`src/rtl/reg_show_display.sv`:
```
// Four-digit multiplexed seven-segment driver showing two captured 8-bit register values in hex.
// Digits 0/1 show register 1 (low/high nibble), digits 2/3 show register 2; the decimal point marks the last-updated value.
module reg_show_display #(
  parameter int SCAN_DIV = 1000,
  parameter int BLANK    = 8
) (
  input  logic       i_CLK,
  input  logic       i_RST,
  input  logic       i_ShowR1,
  input  logic       i_ShowR2,
  input  logic [7:0] i_RegShowing1,
  input  logic [7:0] i_RegShowing2,
  output logic [3:0] o_AN,
  output logic [6:0] o_SEG,
  output logic       o_DP
);

  localparam logic [15:0] CNT_LAST = 16'(SCAN_DIV - 1);
  localparam logic [16:0] BLANK_W  = 17'(BLANK);
  localparam logic [6:0]  SEG_OFF  = 7'b1111111;

  logic [7:0]  h1_q, h1_d;
  logic [7:0]  h2_q, h2_d;
  logic        v1_q, v1_d;
  logic        v2_q, v2_d;
  logic        l_q, l_d;
  logic [15:0] cnt_q, cnt_d;
  logic [1:0]  idx_q, idx_d;
  logic [3:0]  an_q, an_d;
  logic [6:0]  seg_q, seg_d;
  logic        dp_q, dp_d;

  logic        blank_slot;
  logic [3:0]  nibble;
  logic        digit_valid;

  function automatic logic [6:0] hex_to_seg(input logic [3:0] n);
    logic [6:0] s;
    case (n)
      4'h0:    s = 7'b1000000;
      4'h1:    s = 7'b1111001;
      4'h2:    s = 7'b0100100;
      4'h3:    s = 7'b0110000;
      4'h4:    s = 7'b0011001;
      4'h5:    s = 7'b0010010;
      4'h6:    s = 7'b0000010;
      4'h7:    s = 7'b1111000;
      4'h8:    s = 7'b0000000;
      4'h9:    s = 7'b0010000;
      4'hA:    s = 7'b0001000;
      4'hB:    s = 7'b0000011;
      4'hC:    s = 7'b1000110;
      4'hD:    s = 7'b0100001;
      4'hE:    s = 7'b0000110;
      default: s = 7'b0001110;
    endcase
    return s;
  endfunction

  // Capture path: a strobe held high reloads every cycle; register 2 wins the last-updated flag.
  always_comb begin
    h1_d = h1_q;
    h2_d = h2_q;
    v1_d = v1_q;
    v2_d = v2_q;
    l_d  = l_q;
    if (i_ShowR1) begin
      h1_d = i_RegShowing1;
      v1_d = 1'b1;
    end
    if (i_ShowR2) begin
      h2_d = i_RegShowing2;
      v2_d = 1'b1;
    end
    if (i_ShowR2) begin
      l_d = 1'b1;
    end else if (i_ShowR1) begin
      l_d = 1'b0;
    end
  end

  always_comb begin
    cnt_d = cnt_q + 16'd1;
    idx_d = idx_q;
    if (cnt_q == CNT_LAST) begin
      cnt_d = 16'd0;
      idx_d = idx_q + 2'd1;
    end
  end

  // Outputs are decoded from pre-edge state and registered, giving one cycle of latency.
  always_comb begin
    blank_slot  = ({1'b0, cnt_q} < BLANK_W);
    nibble      = 4'h0;
    digit_valid = 1'b0;
    case (idx_q)
      2'd0: begin
        nibble      = h1_q[3:0];
        digit_valid = v1_q;
      end
      2'd1: begin
        nibble      = h1_q[7:4];
        digit_valid = v1_q;
      end
      2'd2: begin
        nibble      = h2_q[3:0];
        digit_valid = v2_q;
      end
      default: begin
        nibble      = h2_q[7:4];
        digit_valid = v2_q;
      end
    endcase

    an_d  = blank_slot ? 4'b1111 : ~(4'b0001 << idx_q);
    seg_d = digit_valid ? hex_to_seg(nibble) : SEG_OFF;
    dp_d  = ~(!blank_slot &&
              (((idx_q == 2'd1) && !l_q && v1_q) ||
               ((idx_q == 2'd3) &&  l_q && v2_q)));
  end

  always_ff @(posedge i_CLK or negedge i_RST) begin
    if (!i_RST) begin
      h1_q  <= 8'h00;
      h2_q  <= 8'h00;
      v1_q  <= 1'b0;
      v2_q  <= 1'b0;
      l_q   <= 1'b0;
      cnt_q <= 16'd0;
      idx_q <= 2'd0;
      an_q  <= 4'b1111;
      seg_q <= SEG_OFF;
      dp_q  <= 1'b1;
    end else begin
      h1_q  <= h1_d;
      h2_q  <= h2_d;
      v1_q  <= v1_d;
      v2_q  <= v2_d;
      l_q   <= l_d;
      cnt_q <= cnt_d;
      idx_q <= idx_d;
      an_q  <= an_d;
      seg_q <= seg_d;
      dp_q  <= dp_d;
    end
  end

  assign o_AN  = an_q;
  assign o_SEG = seg_q;
  assign o_DP  = dp_q;

endmodule

```
`config.mk`:
```
export PLATFORM = sky130hd
export DESIGN_NAME = reg_show_display
export DESIGN_NICKNAME = d
export VERILOG_FILES = /design/src/rtl/reg_show_display.sv
export SDC_FILE = /design/constraint.sdc
export NUM_CORES = 1
export LEC_CHECK = 0
export BUFFER_PORTS_ARGS = -buffer_cell sky130_fd_sc_hd__buf_4
export CORE_ASPECT_RATIO = 0.6
export CORE_MARGIN = 5
export CORE_UTILIZATION = 60
export DETAILED_ROUTE_END_ITERATION = 10
export PLACE_DENSITY = 0.9
export REMOVE_ABC_BUFFERS = 1
export SLEW_MARGIN = 20
export SYNTH_ARGS = -nofsm -noshare
export SYNTH_HDL_FRONTEND = slang
export SYNTH_SLANG_ARGS = --single-unit
```
`constraint.sdc`:
```
create_clock -name i_CLK -period 4.3 [get_ports i_CLK]
set_input_delay 0 -clock i_CLK [delete_from_list [all_inputs] [get_ports i_CLK]]
set_output_delay 0 -clock i_CLK [all_outputs]
set_load 0.01 [all_outputs]
```
==> impl_metrics.ini <==
[setup_path]
startpoint_type = flip-flop
crit_fanout = 6
critPathCaptureType = flip-flop
crit_slowest_cell = dfrtp_1
cp.arrival_ns = 2.71
path_class = flip-flop to flip-flop
crit_path_frequent_cell = inv_1
crit_family = adder cells
critPathBufInv = 3
worstPathCellList = inv_1, ha_1, a22oi_1, nand2_1, mux2i_1, inv_1, ha_1, inv_1, nor2_1, a21oi_1, o221ai_1
critical_path.max_stage_delay_ns = 0.42
cp_data_required_time_ns = 4.51

[clock_tree]
cts.clk_slew.worst_paths_ns = 0.08
cts_root_buffer = clkbuf_8
tritoncts = done
cts_hold_buf = 17
h-tree-depth = 2
clock-sinks = 49
clk_latency_ns = 0.29
post_cts_buffers = 0
cts_resized = 0
numCtsBuffers = 5
clock_path_buffers = 2

[floorplan]
initial_core_util = 0.621
die_y_um = 57.7
placementRows = 17
core_area_um2 = 3660
die_w_um = 89.5
die-area_um2 = 5160
ios = 32

[synthesis]
yosysWarningCount = 0
syn-cell-area_um2 = 2270
ys.flop_type = dfrtp_1
yosysUniqueCellTypes = 38
async_flop_share = 1.00
synth_seq_cells = 49
synth-seq-area-share = 0.546
avgSynthCellArea_um2 = 11.5
synthCells = 197
synth_edf_count = 0

[sta]
worst_pin_slew_ns = 0.778
fin_ws_ns = 1.80
hold_viol = 0
tns_ns = 0
setup_viol = 0
slew_viol_final = 0
skew_ns = 0.00798
holdWs_ns = 0.0193
post-route-period-util = 0.582
rsz0062_at_grt = no
fmax_ghz = 0.400
period_needed_ns = 2.50
slew_headroom = 0.481

[route]
ant_nets = 0
dr.first_iter.drc_count = 149
wirelength_um = 4720
drcViolationCount = 0
routed-wl-met3_um = 285
drt-vias-per-instance = 5.55
drt-met1-wl_um = 2350
drt_pre_antenna_iters = 4
routedWlPerCell_um = 15.9
wl_met2_um = 2070
via_count = 1642
top_layer_used = met4

[place]
globalplace.congestion = 0.823
dp_hpwl_um = 3350
portBuffers = 31
post-place-ws_ns = 1.81

[finish]
diodes = 0
area_growth_pct = 23.6
multi_input_area_um2 = 978
fill_cells = 244
fin_nets = 280
drive_gt1_frac = 0.289
register_area_um2 = 1240

[power_and_ir_drop]
ir_drop_uv = 224
p_leak_nw = 1.26
power.density_nw_per_um2 = 323

[job]
drv_cap = 0

[global_route]
antenna_found_initial = 0
overflow = 0
grtUsageTotal = 0.205
grt_max_degree = 50
grt_pass1_wl_um = 8140
grt_pass1_vias = 1582

[status]
status = finished clean

[hold_path]
hold_path.class = input port to flip-flop
## flip-flops by register name, indices dropped and copies added (netlist names)
signal	flops
v2_q	1
o_AN	4
cnt_q	16
l_q	1
o_DP	1
h2_q	8
o_SEG	7
v1_q	1
idx_q	2
h1_q	8
## cell usage in the layout, fill, tap and decap left out, types with 4 or more instances in the layout
cell           instances
o21ai_0                8
ha_1                  12
dfrtp_1               37
nand3_1               11
xor2_1                 6
inv_1                 10
dfstp_2               12
nand2_1               18
nor2_1                14
mux2_2                16
o221ai_1               4
xnor2_1                7
a21oi_1                7
clkbuf_8               6
buf_4                 31
dlygate4sd3_1         17
## cells in the mapped netlist (all sizes together) (4+ instances only)
cell type	number	area [um2]
nand3	11	55.1
o21ai	9	45.0
nand2	18	67.6
mux2	16	180
or4	4	37.5
a21oi	7	35.0
inv	10	37.5
dfstp	12	315
nor2	15	58.8
dfrtp	37	926
ha	12	150
xor2	6	52.6
xnor2	7	61.3
o221ai	4	35.0
## power breakdown
group          leakage (nW)  switching [W]  total (W)  internal (W)
clock                0.0455       0.000139   0.000270      0.000131
combinational         0.635      0.0000627   0.000129     0.0000662
sequential            0.579      0.0000132   0.000509      0.000495
total                  1.26       0.000215   0.000908      0.000693
## path summary, 6_finish.rpt
kind                               start  endpoint  slack [ns]  depth (start not counted)
max in group asynchronous          i_RST  cnt_q[7]        3.64                          2
worst min-delay path            i_ShowR2       l_q        0.02                          2
worst max register to register  idx_q[0]  o_SEG[5]        1.80                         11
worst max-delay path            idx_q[0]  o_SEG[5]        1.80                         11
worst min register to register  cnt_q[0]  cnt_q[0]        0.49                          1
min in group asynchronous          i_RST  cnt_q[9]        0.25                          2
## worst reg2reg max path: cells and delay by family, from the launching register on
family,cells,cell delay (ns)
buf+inv,3,0.40
simple gates,2,0.13
flops,1,0.42
compound gates,3,0.53
mux,1,0.39
fa+ha+maj,2,0.54
## per-layer routing
layer  vias to the layer above  global-route usage
li1                        786                   -
met1                       797               0.319
met2                        54               0.300
met3                         5              0.0440
met4                         0              0.0382
met5                         -                   0
## layout make-up
type | count | share of cell area
Sequential cell | 49 | 0.442
Clock buffer | 8 | 0.0321
Multi-Input combinational cell | 134 | 0.348
Inverter | 10 | 0.0134
Tap cell | 47 | 0.0209
Timing Repair Buffer | 48 | 0.143
## through the flow
step | cell area, um2 | utilization | instances | total power (W)
3_3_place_gp | 2550 | 0.697 | 271 | 0.000628
4_1_cts | 2810 | 0.768 | 296 | 0.000915
6_report | 2810 | 0.768 | 296 | 0.000908
2_1_floorplan | 2260 | - | 193 | 0.000573
3_5_place_dp | 2550 | 0.697 | 271 | 0.000633
5_1_grt | 2810 | 0.768 | 296 | 0.000954
## logic make-up (layout without fill, tap and decap cells)
group | Yosys count | after routing | synth area share
xor+xnor | 13 | 13 | 0.0501
fa+ha+maj | 12 | 12 | 0.0660
compound gates | 30 | 30 | 0.0870
buf+inv | 14 | 66 | 0.0237
mux | 18 | 18 | 0.0881
flops | 49 | 49 | 0.546
simple gates | 61 | 61 | 0.139
Power figures use the tool's default switching activity.
